**src/rtl/alsu_result_collector.sv**
```systemverilog
// Result collector behind the ALSU: buffers each valid result with its error flag in a small FIFO
// and hands it to a consumer over valid/ready. Optional running sum enabled by ALSU_COLLECT_ACC_EN.
module alsu_result_collector #(
    parameter int DATA_W    = 6,
    parameter int DEPTH     = 8,
    parameter int ERR_CNT_W = 8,
    parameter int ACC_W     = 12
) (
    input  logic                       clk,
    input  logic                       rst_n,
    input  logic                       clr,
    input  logic                       in_valid,
    input  logic [DATA_W-1:0]          in_out,
    input  logic [15:0]                in_leds,
    output logic                       m_valid,
    input  logic                       m_ready,
    output logic [DATA_W-1:0]          m_data,
    output logic                       m_err,
    output logic [$clog2(DEPTH):0]     count,
    output logic                       full,
    output logic                       empty,
    output logic                       overflow,
    output logic [ERR_CNT_W-1:0]       err_cnt,
    output logic [ACC_W-1:0]           acc
);

    localparam int PTR_W   = $clog2(DEPTH);
    localparam int CNT_W   = PTR_W + 1;
    localparam int ENTRY_W = DATA_W + 1;

    localparam logic [CNT_W-1:0]     CNT_FULL = CNT_W'(DEPTH);
    localparam logic [ERR_CNT_W-1:0] ERR_MAX  = {ERR_CNT_W{1'b1}};

    // Storage entry layout: {err, data}
    logic [ENTRY_W-1:0] mem [DEPTH];

    logic [PTR_W-1:0]     wr_ptr_reg, wr_ptr_next;
    logic [PTR_W-1:0]     rd_ptr_reg, rd_ptr_next;
    logic [CNT_W-1:0]     count_reg, count_next;
    logic [DATA_W-1:0]    head_data_reg, head_data_next;
    logic                 head_err_reg, head_err_next;
    logic                 overflow_reg, overflow_next;
    logic [ERR_CNT_W-1:0] err_cnt_reg, err_cnt_next;

    logic               in_err;
    logic               full_int;
    logic               empty_int;
    logic               push;
    logic               pop;
    logic [ENTRY_W-1:0] in_entry;
    logic [ENTRY_W-1:0] rd_entry;

    assign in_err    = |in_leds;
    assign in_entry  = {in_err, in_out};
    assign full_int  = (count_reg == CNT_FULL);
    assign empty_int = (count_reg == '0);
    assign pop       = !empty_int && m_ready;
    assign push      = in_valid && (!full_int || pop);
    assign rd_entry  = mem[rd_ptr_next];

    always_comb begin
        wr_ptr_next    = wr_ptr_reg;
        rd_ptr_next    = rd_ptr_reg;
        count_next     = count_reg;
        head_data_next = head_data_reg;
        head_err_next  = head_err_reg;
        overflow_next  = overflow_reg;
        err_cnt_next   = err_cnt_reg;

        if (clr) begin
            wr_ptr_next    = '0;
            rd_ptr_next    = '0;
            count_next     = '0;
            head_data_next = '0;
            head_err_next  = 1'b0;
            overflow_next  = 1'b0;
            err_cnt_next   = '0;
        end else begin
            if (push) begin
                wr_ptr_next = wr_ptr_reg + PTR_W'(1);
            end
            if (pop) begin
                rd_ptr_next = rd_ptr_reg + PTR_W'(1);
            end
            case ({push, pop})
                2'b10:   count_next = count_reg + CNT_W'(1);
                2'b01:   count_next = count_reg - CNT_W'(1);
                default: count_next = count_reg;
            endcase

            if (in_valid && full_int && !pop) begin
                overflow_next = 1'b1;
            end
            if (in_valid && in_err && (err_cnt_reg != ERR_MAX)) begin
                err_cnt_next = err_cnt_reg + ERR_CNT_W'(1);
            end

            // Head register tracks the next head entry; if that slot is being written this cycle
            // the array still holds stale contents, so take the incoming entry instead.
            if (count_next != '0) begin
                if (push && (count_reg == CNT_W'(pop))) begin
                    head_data_next = in_out;
                    head_err_next  = in_err;
                end else begin
                    head_data_next = rd_entry[DATA_W-1:0];
                    head_err_next  = rd_entry[DATA_W];
                end
            end
        end
    end

    always_ff @(posedge clk) begin
        if (push && !clr) begin
            mem[wr_ptr_reg] <= in_entry;
        end
    end

    always_ff @(posedge clk or negedge rst_n) begin
        if (!rst_n) begin
            wr_ptr_reg    <= '0;
            rd_ptr_reg    <= '0;
            count_reg     <= '0;
            head_data_reg <= '0;
            head_err_reg  <= 1'b0;
            overflow_reg  <= 1'b0;
            err_cnt_reg   <= '0;
        end else begin
            wr_ptr_reg    <= wr_ptr_next;
            rd_ptr_reg    <= rd_ptr_next;
            count_reg     <= count_next;
            head_data_reg <= head_data_next;
            head_err_reg  <= head_err_next;
            overflow_reg  <= overflow_next;
            err_cnt_reg   <= err_cnt_next;
        end
    end

`ifdef ALSU_COLLECT_ACC_EN
    logic [ACC_W-1:0] acc_reg, acc_next;

    always_comb begin
        acc_next = acc_reg;
        if (clr) begin
            acc_next = '0;
        end else if (push && !in_err) begin
            acc_next = acc_reg + ACC_W'($signed(in_out));
        end
    end

    always_ff @(posedge clk or negedge rst_n) begin
        if (!rst_n) begin
            acc_reg <= '0;
        end else begin
            acc_reg <= acc_next;
        end
    end

    assign acc = acc_reg;
`else
    assign acc = '0;
`endif

    assign m_valid  = !empty_int;
    assign m_data   = head_data_reg;
    assign m_err    = head_err_reg;
    assign count    = count_reg;
    assign full     = full_int;
    assign empty    = empty_int;
    assign overflow = overflow_reg;
    assign err_cnt  = err_cnt_reg;

endmodule

```
**config.mk**
```make
export PLATFORM = sky130hd
export DESIGN_NAME = alsu_result_collector
export DESIGN_NICKNAME = d
export VERILOG_FILES = /design/src/rtl/alsu_result_collector.sv
export SDC_FILE = /design/constraint.sdc
export NUM_CORES = 1
export LEC_CHECK = 0
export ABC_AREA = 1
export BUFFER_PORTS_ARGS = -buffer_cell sky130_fd_sc_hd__buf_2
export CORE_AREA = 2 2 150 115
export DETAILED_ROUTE_END_ITERATION = 7
export DIE_AREA = 0 0 152 117
export PLACE_DENSITY_LB_ADDON = 0.25
export SLEW_MARGIN = 20
export SYNTH_ARGS = -nofsm -noshare
export SYNTH_HDL_FRONTEND = slang
export SYNTH_SLANG_ARGS = --single-unit
```
**constraint.sdc**
```tcl
create_clock -name clk -period 2.3 [get_ports clk]
set_clock_uncertainty 0.05 [all_clocks]
set_input_delay 0.46 -clock clk [delete_from_list [all_inputs] [get_ports clk]]
set_output_delay 0.46 -clock clk [all_outputs]
set_load 0.1 [all_outputs]
```
Word-level counts from Yosys, hierarchy flattened. Memories as Yosys holds them, arrays and structs flattened. Cells that the tools add are included.

Reductions and logical operators: 20. Muxes and demuxes: 19. $add $sub $neg: 5. Equal/unequal tests: 5.

Operator list (number): 2-to-1 mux 6 bit (3); 2-to-1 mux 8 bit (2); OR reduction 16 bit (1); 2-to-1 mux 3 bit (4); adder 8 x 1 -> 8 bit, second input constant (1); logical AND 1 bit (8); 2-to-1 mux 4 bit (2); inequality test 8 bit, second input constant (1); one-hot mux 4 bit (2 select lines) (1); nonzero test 2 bit (4); 2-to-1 mux 1 bit (7); adder 3 x 1 -> 3 bit, second input constant (2); adder 4 x 1 -> 4 bit, second input constant (1); equality test 4 x 1 -> 1 bit (1); equality test 4 bit, second input constant (1); logical NOT 1 bit (4); logical NOT 4 bit (1); nonzero test 4 bit (1); subtractor 4 x 1 -> 4 bit, second input constant (1); equality test 2 x 1 -> 1 bit, second input constant (1); equality test 2 bit, second input constant (1); logical OR 1 bit (1).

Memory bits (writable): 56. Output and inout port bits: 35. Memories kept: 1. Register bits after elaboration: 26.

Memories: mem (depth 8, width 7, read ports 1, clocked after memory_dff 0, wr ports 1, RTL line 35) `logic [ENTRY_W-1:0] mem [DEPTH];`.

Longest topological paths before layout. Gate-level depths: netlist of the first run.

Depth after elaboration: 11. Depth in mapped cells: 17. Mapped depth without buffers: 17.

Worst setup path after synthesis of the first run. Ideal clock, no wire load.

Path kind: register -> register. From: register count_reg[2], in the netlist count[2]. To: memory mem[4][0] in the netlist's numbering (enable). Cell stages (with the launch flop): 9. Setup time: 0.360 ns. Path slack: -0.713 ns. Arrival time: 2.603 ns. Clock period less this slack: 3.013 ns. Required time: 1.890 ns. Path through: dfrtp_1 > inv_1 > nand3_1 > inv_1 > nand2_1 > nand2_1 > nor2_1 > nand2_1 > nor2_1.

RTL lines: start: declaration (RTL line 39) `logic [CNT_W-1:0] count_reg, count_next;`; start signal: assignment (RTL line 130) `count_reg <= count_next;`; equality test 4 bit (RTL line 55) `assign full_int = (count_reg == CNT_FULL);`; net full (RTL line 20) `output logic full,`; logical NOT 1 bit (RTL line 58) `assign push = in_valid && (!full_int || pop);`; logical OR 1 bit (RTL line 58); logical AND 1 bit (RTL line 58); logical AND 1 bit (RTL line 113) `if (push && !clr) begin`; 2-to-1 mux 1 bit (RTL line 113); 2-to-1 mux 1 bit (not written as such) (RTL line 114) `mem[wr_ptr_reg] <= in_entry;`; end: declaration (RTL line 35).

The timed path passes the listed nets, and every way through them passes these cells.

Worst setup path after layout of the first run.
From: register count_reg[2], in the netlist count[2]. To: register head_data_reg[4], in the netlist m_data[4].

Longest elaborated chain between the ends: 10.

Ends and longest elaborated chain: parallel branches: the longest is 10 deep, another holds memory read (8 x 7 bit); end signal: assignment (RTL line 131) `head_data_reg <= head_data_next;`; end: declaration (RTL line 40) `logic [DATA_W-1:0] head_data_reg, head_data_next;`.

Parallel ways; which one is timed is not known. The select of a mux whose other input is x is not followed. A chain may end at the register's enable or synchronous reset.

==> flow_summary_export.csv, run 1 <==
group,metric,value,unit
status,status,"complete, no violations",
cts,numCtsBuffers,9,
cts,hold_buffers,0,
cells_and_area,fin_nets,499,
worst_setup_path,cp_num_buf_inv,2,
synth,postSynthAreaPerCell,9.93,µm²
sta,rsz0062_at_grt,"yes",
worst_setup_path,cp_max_fo,7,
worst_setup_path,crit_chain,"nor2_4 -> nand2_8 -> nand3_4 -> nand2_2 -> nand2_1 -> inv_2 -> ha_1 -> inv_1 -> nand2_1 -> nand2_2 -> nand3_4 -> nor2_8 -> nand3_4 -> nand3_1 -> nand2_1",
placed_design,gp_congestion,0.838,
cells_and_area,fin_cells,688,
cells_and_area,syn_to_final_growth,25.0,%
synth,ys_types,35,
global_routing,overflow,0,
sta,finalCritPeriodShare,0.950,
floorplan,start_util,0.244,
global_routing,globalRouteTotalUtil,0.119,
sta,max_freq,0.458,GHz
placed_design,dp_cells,668,
worst_setup_path,crit_path_top_delay_cell,"dfrtp_4",
worst_setup_path,critPathMaxStageDelay,510,ps
synth,synth_top_family_by_area,"simple AND/OR/NAND/NOR gates",
worst_hold_path,hp-class,"in -> async",
synth,ys_seq_area_frac,0.581,
worst_setup_path,crit_required,2480,ps
synth,synth-xor-area-share,0.00437,
cells_and_area,fillers,1701,
floorplan,core_area,0.0165,mm²
cts,clk_latency,340,ps
floorplan,boundaryPins,62,
synth,async_flop_share,0.317,
cts,cts_tree,"yes",
worst_setup_path,cp-end-kind,"register",
worst_setup_path,cp_data_arrival_time,2360,ps
cts,clkTransAtPathRegs,70,ps
worst_setup_path,crit_type,"reg -> reg",
floorplan,die_y,117,µm
placed_design,dpl.hpwl,7.48,mm
placed_design,place_ws,31.0,ps
sta,fin_ws,115,ps
synth,synth-compound-area-share,0.0321,
detailed_routing,totalWireLength,10.1,mm
floorplan,fp.dieW,152,µm
synth,synth_top_area_share,0.419,
cts,clockBufferDepth,2,
cells_and_area,largest_reg_flops,56,
detailed_routing,via_per_inst,4.39,
synth,ys_warn_count,0,
floorplan,die_area,0.0178,mm²
detailed_routing,drt_first_pass_iters,4,
placed_design,port_buffers,49,
sta,min_period,2180,ps
detailed_routing,drtIter0Drc,206,
synth,synth_area_leader_cell,"edfxtp_1",
worst_setup_path,critical-path-top-delay-family,"simple AND/OR/NAND/NOR gates",
power,p_per_area,1140,mW/mm²
cells_and_area,drive_above_1_share,0.292,
global_routing,grt_pass1_vias,2885,
synth,synthSimpleGateAreaFrac,0.300,
floorplan,num_rows,41,
synth,synth.area.top_cells,"edfxtp_1, dfrtp_1, nand3_1",
synth,netlist_instances,404,
synth,synthAdderAreaFrac,0.0125,
cells_and_area,n_antenna_cell,0,
synth,ys_ff_latch,82,
sta,setup_violations,0,
synth,synth_most_common_cell,"nand2_1",
synth,synthFlopType,"edfxtp_1",
power,leakage,2.07,nW
cts,root_buffer,"clkbuf_16",
sta,tightest_slew,610,ps
synth,synth_edf_count,56,
worst_setup_path,critPathLaunchType,"register",
sta,drv_slew,0,
cts,clkSinkCount,82,
synth,muxShareOfSynthArea,0,
cts,htree_levels,3,
detailed_routing,dr_total_vias,3023,
sta,slew_headroom,0.594,
power,ir_drop,0.471,mV
synth,synth_area,0.00401,mm²
sta,hold_violations,0,
detailed_routing,ant_nets,0,
global_routing,antenna_found_initial,1,
job,max-cap-violations,0,
global_routing,grt_max_degree,27,
global_routing,grt_pass1_wl,16.2,mm
synth,synth_common_cells,"nand2_1, nand3_1, edfxtp_1",
detailed_routing,route.detailed.drc,0,
detailed_routing,wl_per_cell,14.7,µm
[cell usage in the layout, fill, tap and decap left out, types with 2 or more instances in the layout]
master | Yosys | routed
o21ai_0 | 5 | 5
nand2_2 | 5 | 7
nand3_2 | 4 | 8
nand2_4 | 4 | 6
nor2_4 | 2 | 12
nand3b_1 | 2 | 2
nor2_1 | 42 | 33
nand2_1 | 81 | 76
buf_2 | 4 | 48
inv_6 | 0 | 3
conb_1 | 1 | 12
ha_1 | 4 | 4
dfrtp_1 | 26 | 22
edfxtp_1 | 56 | 56
buf_4 | 14 | 18
nand3_1 | 64 | 59
clkinvlp_4 | 0 | 3
nand4_1 | 24 | 24
nand3_4 | 3 | 4
a21oi_1 | 9 | 9
nor3_1 | 4 | 4
inv_2 | 6 | 7
inv_1 | 22 | 20
clkbuf_16 | 0 | 9
a211oi_1 | 2 | 2
o21a_1 | 2 | 2
dfrtp_4 | 0 | 4
xor2_1 | 2 | 2
[power breakdown]
group	switching, W	internal (W)
Combinational	0.00188	0.000591
Clock	0.000602	0.000850
Sequential	0.000104	0.00171
Total	0.00258	0.00315
[area by class of cell]
| type | count | area [µm²] | share of cell area |
|---|---|---|---|
| sequential | 82 | 2350 | 0.468 |
| multi-input combinational | 279 | 1590 | 0.316 |
| timing repair buffer | 68 | 403 | 0.0803 |
| tap | 215 | 269 | 0.0536 |
| clock buffer | 9 | 225 | 0.0449 |
| inverter | 28 | 109 | 0.0217 |
| clock inverter | 7 | 76.3 | 0.0152 |
[stage by stage]
step	utilization	total power [W]	hold WS (ps)	TNS, ps	instance area, µm²
floorplan	-	0.00378	114	-6950	4200
global placement	0.284	0.00426	426	0	4670
detailed placement	0.284	0.00428	429	0	4670
CTS	0.302	0.00574	87.3	0	4970
global route	0.305	0.00602	123	-42.6	5020
finish	0.305	0.00574	74.6	0	5020
[metal layers]
metal	up-vias	part of all wire	track usage
met4	0	0.0090	0.0324
met5	-	0	0
met1	1430	0.52	0.171
met2	80	0.42	0.174
li1	1505	-	-
met3	8	0.057	0.0353
[worst reg2reg max path: cells and delay by family (launching register included)]
kind | cells | cell delay (ps)
fa+ha+maj | 1 | 260
buf+inv | 2 | 90
flops | 1 | 510
simple gates | 12 | 1150
[final timing paths]
kind                                            from                endpoint  slack (ps)  cells after the start
worst max-delay path              count[2]$_DFF_PN0_   m_data[4]$_DFFE_PN0P_         120                     15
worst min-delay path                           rst_n  err_cnt[6]$_DFFE_PN0P_          70                      1
worst max register to register    count[2]$_DFF_PN0_   m_data[4]$_DFFE_PN0P_         120                     15
worst min register to register  overflow$_DFFE_PN0P_    overflow$_DFFE_PN0P_         440                      1
max in group asynchronous                      rst_n      count[2]$_DFF_PN0_        1660                      1
min in group clk                           in_out[0]     mem[5][0]$_DFFE_PP_         390                      1
[logic make-up after synthesis]
group | after synthesis
compound gates | 21
xor+xnor | 2
fa+ha+maj | 4
buf+inv | 54
flops | 82
other cells | 1
simple gates | 240
[what timing repair did]
item | 4_1_cts | 5_1_grt
hold endpoints to repair | 0 | 0
gates resized for setup | 0 | 3
setup buffers | 0 | 4
endpoints found under the setup margin | 0 | 7
(Power assumes the default switching activity.)
==> run 2: changes to the inputs <==
--- a/config.mk
+++ b/config.mk
@@ -7,9 +7,9 @@
 export LEC_CHECK = 0
 export ABC_AREA = 1
 export BUFFER_PORTS_ARGS = -buffer_cell sky130_fd_sc_hd__buf_2
-export CORE_AREA = 2 2 150 115
+export CORE_AREA = 2 2 93 185
 export DETAILED_ROUTE_END_ITERATION = 7
-export DIE_AREA = 0 0 152 117
+export DIE_AREA = 0 0 95 187
 export PLACE_DENSITY_LB_ADDON = 0.25
 export SLEW_MARGIN = 20
 export SYNTH_ARGS = -nofsm -noshare
==> run 2 against run 1 <==
Critical path depth is 10 lower. Sequential power about the same. Register-to-register slack gained 30 ps. Clock power hardly changed. Final cell count fell by 1.0%. Global-route usage down 0.37 points. Routed wire length shrank 4.5%. Critical endpoint is now empty.
==> flow_summary_export.csv, run 2 (same netlist as run 1, synthesis figures left out) <==
group,metric,value,unit
worst_setup_path,ff2ff_path_depth,17,
floorplan,fp.dieW,95,µm
sta,finalHoldWorstSlack,91.1,ps
cts,hold_buffers,0,
power,switching_share,0.449,
status,status,"complete, no violations",
placed_design,placed_area,0.00463,mm²
global_routing,grt_max_degree,27,
cells_and_area,n_antenna_cell,0,
worst_setup_path,critPathLaunchType,"register",
global_routing,grt_pass1_wl,15.8,mm
cells_and_area,final_common_cell,"nand2_1",
worst_setup_path,cp_data_arrival_time,1710,ps
cells_and_area,syn_to_final_growth,25.0,%
worst_setup_path,rr_startpoint,"count[0]$_DFF_PN0_",
global_routing,antenna_found_initial,0,
power,ir_drop,0.438,mV
sta,min_period,2220,ps
detailed_routing,route.detailed.drc,0,
placed_design,gp_congestion,0.793,
cts,root_buffer,"clkbuf_16",
detailed_routing,ant_nets,0,
worst_setup_path,cp_max_fo,4,
cells_and_area,fin_nets,500,
worst_setup_path,reg2reg_to,"m_data[1]$_DFFE_PN0P_",
cts,htree_levels,3,
power,power_frac_comb,0.438,
job,max-cap-violations,0,
sta,finalCritPeriodShare,0.966,
worst_setup_path,crit_chain,"nor2_4 -> nand2_8 -> buf_4 -> inv_1 -> buf_2",
placed_design,dpl.hpwl,6.96,mm
cells_and_area,post-route-cell-area,0.00501,mm²
detailed_routing,via_per_inst,4.40,
power,power_switching,0.00257,W
cells_and_area,drive_above_1_share,0.293,
floorplan,core_area,0.0165,mm²
sta,tightest_slew,654,ps
cts,clockBufferDepth,2,
cts,clk_latency,330,ps
floorplan,boundaryPins,62,
placed_design,place_ws,57.2,ps
sta,hold_violations,0,
power,leakage,2.07,nW
detailed_routing,totalWireLength,9.65,mm
cts,clkSinkCount,82,
cells_and_area,fin_cells,681,
floorplan,num_rows,67,
worst_setup_path,r2r_slack,150,ps
worst_setup_path,crit_path_top_delay_cell,"dfrtp_4",
sta,setup_violations,0,
detailed_routing,dr_total_vias,2998,
worst_setup_path,cp-end-kind,"primary output",
power,p_clk_frac,0.248,
sta,drv_slew,0,
power,p_seq_frac,0.313,
floorplan,start_util,0.243,
cts,numCtsBuffers,9,
sta,tns,0,ps
sta,fin_ws,77.9,ps
sta,max_freq,0.450,GHz
detailed_routing,drt_first_pass_iters,4,
worst_setup_path,crit_type,"reg -> out",
floorplan,die_area,0.0178,mm²
floorplan,die_y,187,µm
cells_and_area,largest_reg_flops,56,
cts,cts_tree,"yes",
worst_setup_path,crit_required,1790,ps
sta,slew_headroom,0.564,
global_routing,grt_pass1_vias,3027,
power,p_per_area,1140,mW/mm²
placed_design,dp_cells,657,
cells_and_area,final_cell_mix,"nand2_1, nand3_1, edfxtp_1",
power,p_int,0.00316,W
cts,clkTransAtPathRegs,60,ps
global_routing,globalRouteTotalUtil,0.115,
detailed_routing,drtIter0Drc,130,
detailed_routing,wl_per_cell,14.2,µm
worst_hold_path,hp-class,"in -> async",
worst_setup_path,crit_start,"count[0]$_DFF_PN0_",
global_routing,overflow,0,
placed_design,port_buffers,49,
worst_setup_path,critPathMaxStageDelay,500,ps
worst_setup_path,critPathCapture,"empty",
## run 2: cell count changes in the layout (fill, tap and decap cells not counted)
cell	change
buf_4	+2
clkinv_4	+2
clkinvlp_4	-2
inv_6	-2
buf_12	-1
clkbuf_1	+1
clkinv_1	+1
ha_1	-1
ha_4	+1
nand2_1	-1
nand2_4	+1
## run 2: area by class of cell
cell class | instances | area, µm²
Multi-Input combinational cell | 279 | 1610
Fill cell | 1724 | 11500
Tap cell | 207 | 259
Clock buffer | 10 | 229
Timing Repair Buffer | 69 | 398
Sequential cell | 82 | 2350
Clock inverter | 6 | 65.1
Inverter | 28 | 109
## run 2: how the worst min path moves through the flow
stage	start	to	slack, ps	cells past startpoint
2_1_floorplan	rst_n	err_cnt[0]$_DFFE_PN0P_	110	0
3_3_place_gp	overflow$_DFFE_PN0P_	overflow$_DFFE_PN0P_	440	1
3_5_place_dp	overflow$_DFFE_PN0P_	overflow$_DFFE_PN0P_	450	1
4_1_cts	rst_n	count[2]$_DFF_PN0_	100	1
5_1_grt	rst_n	m_data[3]$_DFFE_PN0P_	130	1
6_report	rst_n	count[2]$_DFF_PN0_	90	1
## run 2: worst max-delay path, delay by kind of cell (launching register included)
family                 cells  cell delay (ps)
and+or+nand+nor            2              270
buffers and inverters      3              610
DFF                        1              500
## run 2: routing by layer
| layer | up-vias | global-route usage | wire, µm |
|---|---|---|---|
| met1 | 1415 | 0.150 | 4300 |
| met5 | - | 0 | 0 |
| li1 | 1500 | - | - |
| met4 | 0 | 0.0574 | 221 |
| met3 | 14 | 0.0161 | 363 |
| met2 | 69 | 0.184 | 4760 |
## run 2: what timing repair did
action / in CTS / in global routing
endpoints found under the setup margin: 0 / 7
gates resized for setup: 0 / 6
buffers inserted: 0 / 8
## run 2: through the flow
stage                     utilization  total power (W)
final                           0.304          0.00573
after global routing            0.304          0.00604
after CTS                       0.298          0.00565
after detailed placement        0.280          0.00422
after global placement          0.280          0.00422
after floorplan                     -          0.00378
## run 2: power groups by stage
stage	registers, W	logic [W]	clock network (W)
2_1_floorplan	0.00246	0.00132	0
3_3_place_gp	0.00183	0.00239	0
3_5_place_dp	0.00183	0.00239	0
4_1_cts	0.00180	0.00240	0.00145
5_1_grt	0.00181	0.00271	0.00151
6_report	0.00180	0.00251	0.00142
==> run 3: changes to the inputs <==
--- a/config.mk
+++ b/config.mk
@@ -10,6 +10,7 @@
 export CORE_AREA = 2 2 93 185
 export DETAILED_ROUTE_END_ITERATION = 7
 export DIE_AREA = 0 0 95 187
+export GPL_TIMING_DRIVEN = 0
 export PLACE_DENSITY_LB_ADDON = 0.25
 export SLEW_MARGIN = 20
 export SYNTH_ARGS = -nofsm -noshare
==> run 3 against run 2 <==
Register-to-register slack worse by 40 ps. Sequential share of layout area decreased by 0.39 points. Final area up 0.85%. Via count stayed put.
==> flow_summary_export.csv, run 3 (same netlist as run 1, synthesis figures left out) <==
group,metric,value,unit
floorplan,boundaryPins,62,
worst_setup_path,critical-path-top-delay-family,"simple AND/OR/NAND/NOR gates",
cells_and_area,final_common_cell,"nand2_1",
power,leakage,2.12,nW
global_routing,grt_max_degree,27,
detailed_routing,drtIter0Drc,209,
power,p_per_area,1100,mW/mm²
cells_and_area,drive_above_1_share,0.297,
sta,hold_violations,0,
floorplan,die_area,0.0178,mm²
global_routing,met3_usage,0.0185,
cts,clkTransAtPathRegs,60,ps
global_routing,top_usage_layer,"met2",
cells_and_area,syn_to_final_growth,26.0,%
placed_design,dpl.hpwl,7.22,mm
power,total_power,0.00558,W
worst_setup_path,reg2reg_to,"m_data[3]$_DFFE_PN0P_",
cts,root_buffer,"clkbuf_16",
cts,clkSinkCount,82,
placed_design,gp_congestion,0.765,
detailed_routing,totalWireLength,9.88,mm
worst_setup_path,critPathMaxStageDelay,500,ps
cells_and_area,n_antenna_cell,0,
sta,setup_violations,0,
sta,finalCritPeriodShare,0.953,
sta,rsz0062_at_grt,"yes",
detailed_routing,wl_per_cell,14.2,µm
detailed_routing,route.detailed.drc,0,
global_routing,grt_pass1_vias,2828,
cts,numCtsBuffers,9,
sta,max_freq,0.456,GHz
global_routing,gr-usage-met1,0.161,
sta,fin_ws,107,ps
sta,slew_headroom,0.578,
power,power_frac_comb,0.443,
floorplan,start_util,0.243,
detailed_routing,via_per_inst,4.31,
detailed_routing,ant_nets,0,
placed_design,port_buffers,49,
cts,clockBufferDepth,2,
power,p_int,0.00303,W
power,p_clk_frac,0.236,
job,max-cap-violations,0,
worst_setup_path,cp_num_buf_inv,3,
power,ir_drop,0.438,mV
worst_setup_path,r2r_slack,110,ps
worst_hold_path,hp-class,"in -> async",
cells_and_area,fin_nets,515,
cells_and_area,fin_cells,696,
power,p_seq_frac,0.322,
global_routing,antenna_found_initial,0,
worst_setup_path,ff2ff_path_depth,17,
worst_setup_path,crit_required,2480,ps
floorplan,num_rows,67,
floorplan,core_area,0.0165,mm²
global_routing,overflow,0,
detailed_routing,drt_first_pass_iters,4,
worst_setup_path,critPathLaunchType,"register",
sta,drv_slew,0,
sta,min_period,2190,ps
global_routing,grt_pass1_wl,15.5,mm
floorplan,fp.dieW,95,µm
worst_setup_path,cp_common_cell,"nand2_1",
cts,clk_latency,340,ps
worst_setup_path,cp_max_fo,6,
worst_setup_path,rr_startpoint,"count[3]$_DFF_PN0_",
sta,tightest_slew,632,ps
floorplan,die_y,187,µm
power,switching_share,0.457,
status,status,"complete, no violations",
worst_setup_path,cp-end-kind,"register",
worst_setup_path,cp_data_arrival_time,2380,ps
worst_setup_path,crit_chain,"nor2_4 -> nand2_8 -> nand3_4 -> nand2_2 -> nand2_1 -> inv_2 -> ha_1 -> inv_1 -> nand2_1 -> nand3b_1 -> nand2_1 -> nand2_2 -> nand2_4 -> nor2_8 -> buf_4 -> nand4_1 -> nand2_1",
worst_setup_path,crit_type,"reg -> reg",
cells_and_area,fillers,1744,
cts,cts_tree,"yes",
global_routing,use_met2,0.179,
global_routing,globalRouteTotalUtil,0.116,
cts,htree_levels,3,
cells_and_area,largest_reg_flops,56,
power,power_switching,0.00255,W
detailed_routing,dr_total_vias,2998,
placed_design,place_ws,-79.3,ps
placed_design,dp_cells,671,
cells_and_area,final_cell_mix,"nand2_1, nand3_1, edfxtp_1",
worst_setup_path,crit_path_top_delay_cell,"dfrtp_4",
## run 3: worst max-delay path by stage
stage | from | endpoint | slack [ps] | cells after the start
after floorplan | count[1]$_DFF_PN0_ | mem[0][0]$_DFFE_PP_ | -130 | 8
after global placement | in_leds[1] | err_cnt[6]$_DFFE_PN0P_ | -80 | 10
after detailed placement | in_leds[3] | err_cnt[6]$_DFFE_PN0P_ | -80 | 10
after CTS | count[3]$_DFF_PN0_ | m_data[5]$_DFFE_PN0P_ | 10 | 15
after global routing | count[3]$_DFF_PN0_ | m_data[5]$_DFFE_PN0P_ | -20 | 15
final | count[3]$_DFF_PN0_ | m_data[3]$_DFFE_PN0P_ | 110 | 17
## run 3: power by group through the flow
stage                     combinational, W  clock, W  sequential (W)
final                              0.00247   0.00132         0.00180
after global routing               0.00266   0.00140         0.00181
after CTS                          0.00241   0.00135         0.00180
after detailed placement           0.00238         0         0.00184
after global placement             0.00237         0         0.00184
after floorplan                    0.00132         0         0.00246
## run 3: final cells by class
cell class	count	area, µm²	share of cell area
Clock buffer	9	225	0.0445
Tap cell	207	259	0.0512
Buffer	25	166	0.0329
Clock inverter	7	45.0	0.00891
Timing Repair Buffer	59	323	0.0638
Inverter	28	109	0.0215
Sequential cell	82	2350	0.464
Multi-Input combinational cell	279	1580	0.313
## run 3: worst register-to-register path, cell delays in order, from the launching register on
cell      delay (ps)
dfrtp_4          500
nor2_4           180
nand2_8           90
nand3_4          100
nand2_2           60
nand2_1           70
inv_2             40
ha_1             160
inv_1             50
nand2_1           60
nand3b_1         150
nand2_1           80
nand2_2           70
nand2_4           80
nor2_8            50
buf_4            140
nand4_1           90
nand2_1           60
## run 3: what timing repair did
| action | 4_1_cts | 5_1_grt |
|---|---|---|
| endpoints found under the setup margin | 2 | 8 |
| pin swaps | 2 | 3 |
| gates resized for setup | 0 | 2 |
| hold buffers | 0 | 0 |
| setup buffers | 2 | 8 |
## run 3: through the flow
stage | setup TNS [ps] | hold slack [ps] | util | area, µm²
6_report | 0 | 80.7 | 0.306 | 5060
2_1_floorplan | -6950 | 114 | - | 4200
3_5_place_dp | -304 | 428 | 0.285 | 4710
3_3_place_gp | -338 | 423 | 0.285 | 4710
4_1_cts | 0 | 102 | 0.302 | 4990
5_1_grt | -49.3 | 134 | 0.306 | 5060
## run 3: routing by layer
metal / vias to the layer above / share of wire
met5: - / 0
met4: 0 / 0.022
met3: 16 / 0.037
met2: 66 / 0.47
met1: 1389 / 0.47
li1: 1527 / -
